$ cat config.mk
export PLATFORM = sky130hd
export DESIGN_NAME = mem_bus_arbiter
export DESIGN_NICKNAME = d
export VERILOG_FILES = /design/src/rtl/mem_bus_arbiter_pkg.sv /design/src/rtl/mem_bus_arbiter_arb_grant_pick.sv /design/src/rtl/mem_bus_arbiter.sv
export SDC_FILE = /design/constraint.sdc
export NUM_CORES = 1
export LEC_CHECK = 0
export BUFFER_PORTS_ARGS = -buffer_cell sky130_fd_sc_hd__clkbuf_2
export CAP_MARGIN = 25
export CORE_AREA = 2 2 117 119
export CTS_CLUSTER_DIAMETER = 120
export CTS_CLUSTER_SIZE = 40
export DETAILED_ROUTE_END_ITERATION = 8
export DIE_AREA = 0 0 119 121
export PLACE_DENSITY = 0.75
export SLEW_MARGIN = 30
export SYNTH_ARGS = -nofsm -noshare
export SYNTH_HDL_FRONTEND = slang
export SYNTH_SLANG_ARGS = --single-unit
$ cat constraint.sdc
create_clock -name Clk -period 7.8 [get_ports Clk]
set_input_delay 1.56 -clock Clk [delete_from_list [all_inputs] [get_ports Clk]]
set_output_delay 1.56 -clock Clk [all_outputs]
set_load 0.05 [all_outputs]
$ cat src/rtl/mem_bus_arbiter_pkg.sv
// mem_bus_arbiter shared definitions: bus field positions,
// FSM state encoding, owner codes and bus/response types.
package mem_bus_arbiter_pkg;

    localparam int BUS_W        = 66;
    localparam int RESP_W       = 33;

    localparam int BUS_REQ      = 65;
    localparam int BUS_WE       = 64;
    localparam int BUS_ADDR_HI  = 63;
    localparam int BUS_ADDR_LO  = 32;
    localparam int BUS_WDATA_HI = 31;
    localparam int BUS_WDATA_LO = 0;

    localparam int RESP_ACK     = 32;
    localparam int RESP_DATA_HI = 31;
    localparam int RESP_DATA_LO = 0;

    localparam logic OWNER_I = 1'b0;
    localparam logic OWNER_D = 1'b1;

    typedef enum logic [1:0] {
        IDLE = 2'd0,
        BUSY = 2'd1,
        RESP = 2'd2
    } arb_state_e;

    typedef logic [BUS_W-1:0]  bus_t;
    typedef logic [RESP_W-1:0] resp_t;

    function automatic resp_t mk_resp(input logic [31:0] data);
        return {1'b1, data};
    endfunction

endpackage

$ cat src/rtl/mem_bus_arbiter_arb_grant_pick.sv
// Combinational 2-way grant picker (I-side vs D-side).
// Ports: req_i/req_d requests, last_owner, rr_mode -> grant_valid, grant_owner.
module arb_grant_pick
    import mem_bus_arbiter_pkg::*;
(
    input  logic req_i,
    input  logic req_d,
    input  logic last_owner,
    input  logic rr_mode,
    output logic grant_valid,
    output logic grant_owner
);

    always_comb begin
        grant_valid = req_i | req_d;
        grant_owner = OWNER_I;
        unique case ({req_i, req_d})
            2'b01:   grant_owner = OWNER_D;
            2'b10:   grant_owner = OWNER_I;
            // tie: round-robin hands it to whoever did not go last
            2'b11:   grant_owner = rr_mode ? ~last_owner : OWNER_D;
            default: grant_owner = OWNER_I;
        endcase
    end

endmodule

$ cat src/rtl/mem_bus_arbiter.sv
// Shares one memory port between the I-cache and D-cache miss buses.
// Ports: Clk, Rst (async, high); i_icache_bus/i_dcache_bus requests in,
// o_icache_resp/o_dcache_resp responses out; o_mem_bus/i_mem_resp memory
// side; o_busy, o_owner, o_timeout status.
module mem_bus_arbiter
    import mem_bus_arbiter_pkg::*;
#(
    parameter int RR_MODE        = 0,
    parameter int TIMEOUT_CYCLES = 256,
    parameter int TO_WIDTH       = 9
) (
    input  logic              Clk,
    input  logic              Rst,
    input  logic [BUS_W-1:0]  i_icache_bus,
    output logic [RESP_W-1:0] o_icache_resp,
    input  logic [BUS_W-1:0]  i_dcache_bus,
    output logic [RESP_W-1:0] o_dcache_resp,
    output logic [BUS_W-1:0]  o_mem_bus,
    input  logic [RESP_W-1:0] i_mem_resp,
    output logic              o_busy,
    output logic              o_owner,
    output logic              o_timeout
);

    localparam logic WD_EN = (TIMEOUT_CYCLES != 0);
    localparam logic [TO_WIDTH-1:0] WD_LAST =
        TO_WIDTH'(TIMEOUT_CYCLES - 1);

    arb_state_e state_q, state_d;
    // req bit is regenerated from state, so only we/addr/wdata are held
    logic [BUS_WE:0]     req_q, req_d;
    logic                owner_q, owner_d;
    logic [TO_WIDTH-1:0] wd_q, wd_d;
    logic [31:0]         rdata_q, rdata_d;
    logic                to_q, to_d;

    logic grant_valid;
    logic grant_owner;
    logic wd_expired;
    logic in_resp;

    arb_grant_pick u_pick (
        .req_i       (i_icache_bus[BUS_REQ]),
        .req_d       (i_dcache_bus[BUS_REQ]),
        .last_owner  (owner_q),
        .rr_mode     (RR_MODE != 0),
        .grant_valid (grant_valid),
        .grant_owner (grant_owner)
    );

    assign wd_expired = WD_EN && (wd_q == WD_LAST);

    always_ff @(posedge Clk or posedge Rst) begin
        if (Rst) begin
            state_q <= IDLE;
            req_q   <= '0;
            owner_q <= OWNER_I;
            wd_q    <= '0;
            rdata_q <= '0;
            to_q    <= 1'b0;
        end else begin
            state_q <= state_d;
            req_q   <= req_d;
            owner_q <= owner_d;
            wd_q    <= wd_d;
            rdata_q <= rdata_d;
            to_q    <= to_d;
        end
    end

    always_comb begin
        state_d = state_q;
        req_d   = req_q;
        owner_d = owner_q;
        wd_d    = wd_q;
        rdata_d = rdata_q;
        to_d    = to_q;
        unique case (state_q)
            IDLE: begin
                if (grant_valid) begin
                    state_d = BUSY;
                    owner_d = grant_owner;
                    req_d   = (grant_owner == OWNER_D)
                            ? i_dcache_bus[BUS_WE:0]
                            : i_icache_bus[BUS_WE:0];
                    wd_d    = '0;
                    to_d    = 1'b0;
                end
            end
            BUSY: begin
                // a real ack wins over a watchdog expiring the same cycle
                if (i_mem_resp[RESP_ACK]) begin
                    rdata_d = i_mem_resp[RESP_DATA_HI:RESP_DATA_LO];
                    to_d    = 1'b0;
                    state_d = RESP;
                end else if (wd_expired) begin
                    rdata_d = '0;
                    to_d    = 1'b1;
                    state_d = RESP;
                end else if (!(&wd_q)) begin
                    wd_d = wd_q + 1'b1;
                end
            end
            RESP: begin
                state_d = IDLE;
            end
            default: begin
                state_d = IDLE;
            end
        endcase
    end

    assign in_resp   = (state_q == RESP);
    assign o_busy    = (state_q != IDLE);
    assign o_owner   = owner_q;
    assign o_timeout = in_resp && to_q;
    assign o_mem_bus = {state_q == BUSY, req_q};

    assign o_icache_resp = (in_resp && owner_q == OWNER_I)
                         ? mk_resp(rdata_q) : '0;
    assign o_dcache_resp = (in_resp && owner_q == OWNER_D)
                         ? mk_resp(rdata_q) : '0;

endmodule
[Word-level counts from Yosys, hierarchy flattened]
Cells that the tools add are included.
Operators by class
  div/mod/pow operators: 0
  multipliers: 0
  $lt $le $gt $ge: 0
  add/subtract/negate cells: 1
  equality and inequality tests: 10
  shift-type cells: 0
  reductions and logical operators: 14
  bitwise gates (word level): 2
  muxes and demuxes: 19
Operator list (count)
  $mux 33: 2
  $mux 65: 1
  $mux 32: 2
  $mux 9: 4
  $pmux 9 s2: 1
  $add 9x1->9 const B: 1
  $eq 9x8->1 const B: 1
  $reduce_and 9->1: 1
  $ne 2x2->1 const B: 4
  $mux 2: 3
  $reduce_and 2->1: 3
  $reduce_bool 2->1: 3
  $reduce_and 5->1: 1
  $eq 2x1->1 const B: 2
  $eq 2x2->1 const B: 2
  $mux 1: 4
  $pmux 2 s2: 1
  $logic_and 1x1->1: 3
  $ne 3x1->1 const B: 1
  $reduce_and 3->1: 1
  $logic_not 2->1: 1
  $pmux 1 s2: 1
  $reduce_or 2->1: 1
  $not 1->1: 1
  $or 1x1->1: 1
Storage, ports and cells
  ROM bits: 0
  bits in latches: 0
  RAM bits: 0
  bits of input ports: 167
  register bits: 110
  memories: 0
  output and inout port bits: 135
  logic and storage cells: 52

[Depth between registers and ports, before layout]
Gate-level depths: netlist (run 1).
  word-level depth: 5
  mapped depth: 7
  mapped depth without buffers: 7

[Hierarchy]
A second synthesis (run 1) with hierarchy kept.
Unflattened totals
  cell total of the unflattened synthesis: 513
  area, all modules: 5368.9 um^2
By module, submodules not included
  mem_bus_arbiter: sequential area each 2752.6 um^2, cells an instance 510, area an instance 5352.6 um^2, times used 1
  arb_grant_pick: sequential area each 0.0 um^2, cells an instance 3, area an instance 16.3 um^2, times used 1

[Worst setup path after synthesis (run 1)]
OpenSTA, ideal clock, no wires.
  kind: flip-flop to output port
  start point: register owner_q, in the netlist o_owner
  end point: output port o_dcache_resp[23]
  data required time: 6240 ps
  stages on the path, launching flop included: 4
  path buffers: 1
  setup slack: 4188 ps
  data arrival time: 2052 ps
  path through: dfrtp_1 -> and3b_1 -> clkbuf_1 -> and2_1
On the way
  longest elaborated chain between the ends: 2
Ends and longest elaborated chain
  start: declaration: RTL line mem_bus_arbiter.sv:32  | logic owner_q, owner_d;
  start signal: assignment: RTL line mem_bus_arbiter.sv:64  | owner_q <= owner_d;
  $logic_and 1x1->1: RTL line mem_bus_arbiter.sv:121  | assign o_dcache_resp = (in_resp && owner_q == OWNER_D)
  $mux 33: RTL line mem_bus_arbiter.sv:122  | ? mk_resp(rdata_q) : '0;
  end: declaration: RTL line mem_bus_arbiter.sv:17  | output logic [RESP_W-1:0] o_dcache_resp,
Every way passes these cells.

[Worst setup path in the final report (run 1)]
  start point: register state_q[0]
  end point: output port o_dcache_resp[1]
On the way
  longest elaborated chain between the ends: 3
Ends and longest elaborated chain
  start: declaration: RTL line mem_bus_arbiter.sv:29  | arb_state_e state_q, state_d;
  start signal: assignment: RTL line mem_bus_arbiter.sv:62  | state_q <= state_d;
  $eq 2x2->1: RTL line mem_bus_arbiter.sv:113  | assign in_resp = (state_q == RESP);
  $logic_and 1x1->1: RTL line mem_bus_arbiter.sv:121
  $mux 33: RTL line mem_bus_arbiter.sv:122
Every way passes these cells.

==> results.yml, run 1 <==
layout:
  final_common_cell: "clkbuf_2"
  fillers: 1180
  drive_above_1_share_pct: 42.8
  area_delta_synth_final_pct: 33.5
  num_antenna_cells: 0
  layout.nets: 954
  layout_common_cells: "clkbuf_2, o21ai_0, dfrtp_1, mux2i_1, and2_1"
timing:
  worst_clock_skew_ns: 0.0107
  finalHoldWorstSlack_ns: 0.511
  hold_viol_final: 0
  fin_crit_sh_pct: 48.8
  worst_slack_ns: 3.99
  setup_violations: 0
  min_period_ns: 3.81
  slew_violations: 0
  tightestPinTransition_ns: 0.867
  rsz0062_at_grt: "false"
  slew_headroom_pct: 42.2
  fmax_mhz: 263
  tns_ns: 0
setup_path:
  end_kind: "output pin"
  startpoint: "state_q[0]"
  critPathKind: "reg2out"
  critPathSlowestCell: "and3b_1"
  cp_data_required_time_ns: 6.24
  max_stage_delay_ns: 0.84
  cp.arrival_ns: 2.25
  worst_r2r_startpoint: "wd_q[0]"
  crit_chain: "and3b_1, and2_1, clkbuf_2"
  worst_setup_path_start_kind: "flip-flop"
  crit_path_max_fanout: 33
pwr:
  leakage_nw: 3.84
  p_seq_share_pct: 33.8
  p_sw_share_pct: 51.8
  combPwrFrac_pct: 51.8
  finalPower_w: 0.00295
  internal-power_w: 0.00142
  ir_drop_mv: 0.257
  pwr_density_cell_mw_per_mm2: 403
  switchingPower_w: 0.00153
  power.clock.fraction_pct: 14.4
cts:
  clk_path_buf_depth: 2
  clock_latency_ns: 0.34
  clock_sinks: 110
  htree_levels: 3
  clk_pin_slew_ns: 0.07
  post_cts_buffers: 0
  cts_tree: "yes"
  cts_buffers: 9
  cts_resized: 0
  holdBufCountCts: 0
  cts_root_buf: "clkbuf_16"
floorplanning:
  pin_count: 302
  rows: 42
  coreArea_mm2: 0.0131
  die_width_um: 119
  start_util_pct: 41.9
  fp.dieArea_mm2: 0.0144
  die_height_um: 121
route:
  wirelength_um: 14900
  post_drt_wl_per_cell_um: 15.4
  antenna_left: 0
  dr.pass1.iters: 4
  first_iter_violations: 237
  viasPerCell: 5.09
  drcViolationCount: 0
  via_count: 4903
synth:
  syn_area_per_cell_um2: 10.7
  netlist_instances: 512
  syn_nets: 682
  seq_area_frac_synth_pct: 50.2
  ys_types: 38
  synth_top_area_cell: "dfrtp_1"
  synth_seq_cells: 110
  ys_warn_count: 0
  ys_top_cells_by_area: "dfrtp_1, mux2i_1, o21ai_0"
  netlist_area_mm2: 0.00548
  yosysTopAreaCellShare_pct: 50.2
global_routing:
  grt_max_degree: 79
  antenna_found_initial: 0
  grt-ovfl-total: 0
  grtUsageTotal_pct: 20.3
  grt_first_pass_wirelength_um: 23300
  first_global_vias: 4663
min_path:
  worstHoldStart: "req_q[42]"
  hold_path.class: "reg2reg"
run:
  drv_cap: 0
placement:
  post-place-ws_ns: 4.32
  port_buffers: 301
  hpwl_um: 11100
  gp_congestion: 0.801
outcome:
  status: "finished, final reports clean"
==> worst paths after layout <==
kind | endpoint | slack, ns | cells after the start
max | o_dcache_resp[1] | 3.99 | 3
min | req_q[42] | 0.51 | 2
max reg2reg | rdata_q[4] | 5.47 | 7
min reg2reg | req_q[42] | 0.51 | 2
max in group asynchronous | req_q[49] | 5.57 | 3
min in group asynchronous | rdata_q[1] | 1.19 | 2
==> registers in the layout, summed over array words and instances, names as in the netlist <==
name and count:
req_q 65, rdata_q 32, wd_q 9, state_q 2
o_owner 1, to_q 1
==> cell families after synthesis <==
group,share of synthesized area [%]
compound gates,20.8
fa+ha+maj,0.685
buf+inv,4.82
flops,50.2
mux,12.8
simple gates,10.7
==> worst max-delay path, delay by kind of cell (launching register included) <==
kind	cells	cell delay, ns
buffers and inverters	1	0.27
DFF	1	0.56
and+or+nand+nor	2	1.07
==> synth_stat cells <==
cell / n
a21boi_1: 1
a2bb2oi_1: 1
o31ai_1: 4
inv_2: 1
nand2_1: 4
or3_4: 1
nand4_1: 1
mux2i_1: 70
or2_2: 1
clkbuf_1: 25
nor3b_1: 1
inv_1: 7
a2111oi_4: 2
and2_1: 65
nor2_2: 2
or4_1: 1
a22o_1: 33
and3b_1: 2
nor3_1: 1
nor3b_2: 1
o21ai_0: 130
o21bai_1: 4
a211oi_1: 1
buf_2: 13
nand3_1: 2
o21ai_1: 6
nand4b_4: 1
o21ai_2: 1
nor4_1: 3
nor2_1: 1
nor3_4: 1
buf_4: 4
nand2b_2: 1
o31a_1: 1
dfrtp_1: 110
ha_1: 3
o22ai_1: 2
buf_6: 4
==> layout make-up <==
class,count,area [um2],area share [%]
Inverter,8,35.0,0.478
Clock buffer,10,229,3.13
Sequential cell,110,2750,37.6
Tap cell,176,220,3.01
Timing Repair Buffer,307,1560,21.3
Clock inverter,5,43.8,0.598
Multi-Input combinational cell,348,2480,33.9
==> power groups by stage <==
stage               Combinational [W]  Sequential (W)  Clock (W)
floorplan                    0.000610         0.00154          0
CTS                           0.00155         0.00100   0.000436
finish                        0.00153        0.000999   0.000424
global placement              0.00153         0.00100          0
detailed placement            0.00155         0.00101          0
global route                  0.00163         0.00103   0.000466
==> per-layer routing <==
layer / global-route usage, % / wire, um / vias to the layer above
met1: 24.9 / 6180 / 2272
met4: 6.77 / 363 / 0
met3: 4.23 / 971 / 22
met5: 0 / 0 / -
li1: - / - / 2377
met2: 35.8 / 7360 / 232
==> metrics by stage <==
stage               cells  util [%]  cell area [um2]
finish                964      56.0             7320
global route          964      56.0             7320
CTS                   964      56.0             7320
detailed placement    949      53.9             7050
global placement      949      53.8             7040
floorplan             512         -             5480
(Power assumes the default switching activity.)
==> run 2, diff against run 1 <==
==> constraint.sdc (replaced) <==
create_clock -name Clk -period 3.8 [get_ports Clk]
set_input_delay 0.76 -clock Clk [delete_from_list [all_inputs] [get_ports Clk]]
set_output_delay 0.76 -clock Clk [all_outputs]
set_load 0.05 [all_outputs]
==> results.yml, run 2 (same netlist as run 1, synthesis figures left out) <==
outcome:
  status: "finished, final reports clean"
setup_path:
  cp_data_required_time_ns: 3.04
  critPathKind: "reg2out"
  crit_path_max_fanout: 33
  end_kind: "output pin"
  worst_setup_path_start_kind: "flip-flop"
  cp.arrival_ns: 2.01
min_path:
  hold_path.class: "in2async"
cts:
  clock_sinks: 110
  clock_latency_ns: 0.35
  clk_pin_slew_ns: 0.07
  post_cts_buffers: 0
  holdBufCountCts: 0
  clk_path_buf_depth: 2
  htree_levels: 3
  cts_root_buf: "clkbuf_16"
  cts_tree: "yes"
  cts_buffers: 9
  cts_resized: 0
run:
  drv_cap: 0
timing:
  rsz0062_at_grt: "false"
  worst_clock_skew_ns: 0.00693
  fmax_mhz: 361
  slew_headroom_pct: 48.6
  setup_violations: 0
  min_period_ns: 2.77
  tns_ns: 0
  worst_slack_ns: 1.03
  hold_viol_final: 0
  tightestPinTransition_ns: 0.768
  fin_crit_sh_pct: 72.9
  slew_violations: 0
placement:
  placed_area_mm2: 0.00707
  port_buffers: 301
  post-place-ws_ns: 1.11
  hpwl_um: 11200
  gp_congestion: 0.811
route:
  viasPerCell: 5.05
  drcViolationCount: 0
  first_iter_violations: 198
  post_drt_wl_per_cell_um: 15.6
  wirelength_um: 15100
  dr.pass1.iters: 4
  antenna_left: 0
  via_count: 4897
global_routing:
  grtUsageTotal_pct: 21.3
  antenna_found_initial: 0
  grt-ovfl-total: 0
  first_global_vias: 4753
  grt_max_degree: 74
  grt_first_pass_wirelength_um: 24300
floorplanning:
  die_width_um: 119
  pin_count: 302
  fp.dieArea_mm2: 0.0144
  start_util_pct: 41.9
  die_height_um: 121
  rows: 42
  coreArea_mm2: 0.0131
layout:
  multi_input_area_mm2: 0.00248
  final_common_cell: "clkbuf_2"
  final_util_pct: 56.4
  regMostFlops: "req_q"
  layout.nets: 958
  final_cell_area_mm2: 0.00738
  layout_common_cells: "clkbuf_2, o21ai_0, dfrtp_1, mux2i_1, and2_1"
  num_antenna_cells: 0
  area_delta_synth_final_pct: 34.6
  largest_reg_flops: 65
  fillers: 1213
  reg.largest.list: "req_q x65, rdata_q x32, wd_q x9"
  drive_above_1_share_pct: 43.4
  ff_latch_area_mm2: 0.00275
pwr:
  ir_drop_mv: 0.402
  pwr_density_cell_mw_per_mm2: 837
  leakage_nw: 3.86
run 2: per-stage QoR:
stage	cells	total power, W	hold WS, ns
floorplan	512	0.00442	0.479
global placement	953	0.00521	0.489
detailed placement	953	0.00526	0.497
CTS	969	0.00624	0.513
global route	969	0.00653	0.534
finish	969	0.00618	0.489
run 2: critical path: stages, from the launching register on:
cell and delay (ns):
dfrtp_1 0.62, and3b_2 0.56, and2_1 0.21, clkbuf_2 0.27
run 2: layout make-up:
| type | instances | area share [%] |
|---|---|---|
| clock inverters | 7 | 1.12 |
| repair buffers | 311 | 21.5 |
| multi-input cells | 348 | 33.7 |
| inverters | 8 | 0.441 |
| clock buffers | 9 | 3.05 |
| well taps | 176 | 2.98 |
| flip-flops and latches | 110 | 37.3 |
run 2: report_power, final:
group | internal (W) | leakage (nW) | total [W] | switching, W
registers | 0.00170 | 1.37 | 0.00204 | 0.000340
logic | 0.000786 | 2.35 | 0.00317 | 0.00239
clock network | 0.000521 | 0.138 | 0.000965 | 0.000444
run 2: final timing paths:
check                            from               end  slack, ns  cells past startpoint
setup / recovery           state_q[1]  o_dcache_resp[9]       1.03                      3
hold / removal                    Rst         req_q[59]       0.49                      2
setup reg to reg              wd_q[0]           wd_q[8]       1.49                      7
hold reg to reg              req_q[6]          req_q[6]       0.51                      2
max in group asynchronous         Rst         req_q[22]       2.57                      3
min in group Clk             req_q[6]          req_q[6]       0.51                      2
run 2: per-layer routing:
layer | vias up | GRT usage, % | routed length [um]
li1 | 2384 | - | -
met3 | 28 | 3.52 | 863
met2 | 220 | 37.2 | 7500
met4 | 0 | 8.48 | 401
met1 | 2265 | 26.2 | 6330
met5 | - | 0 | 0
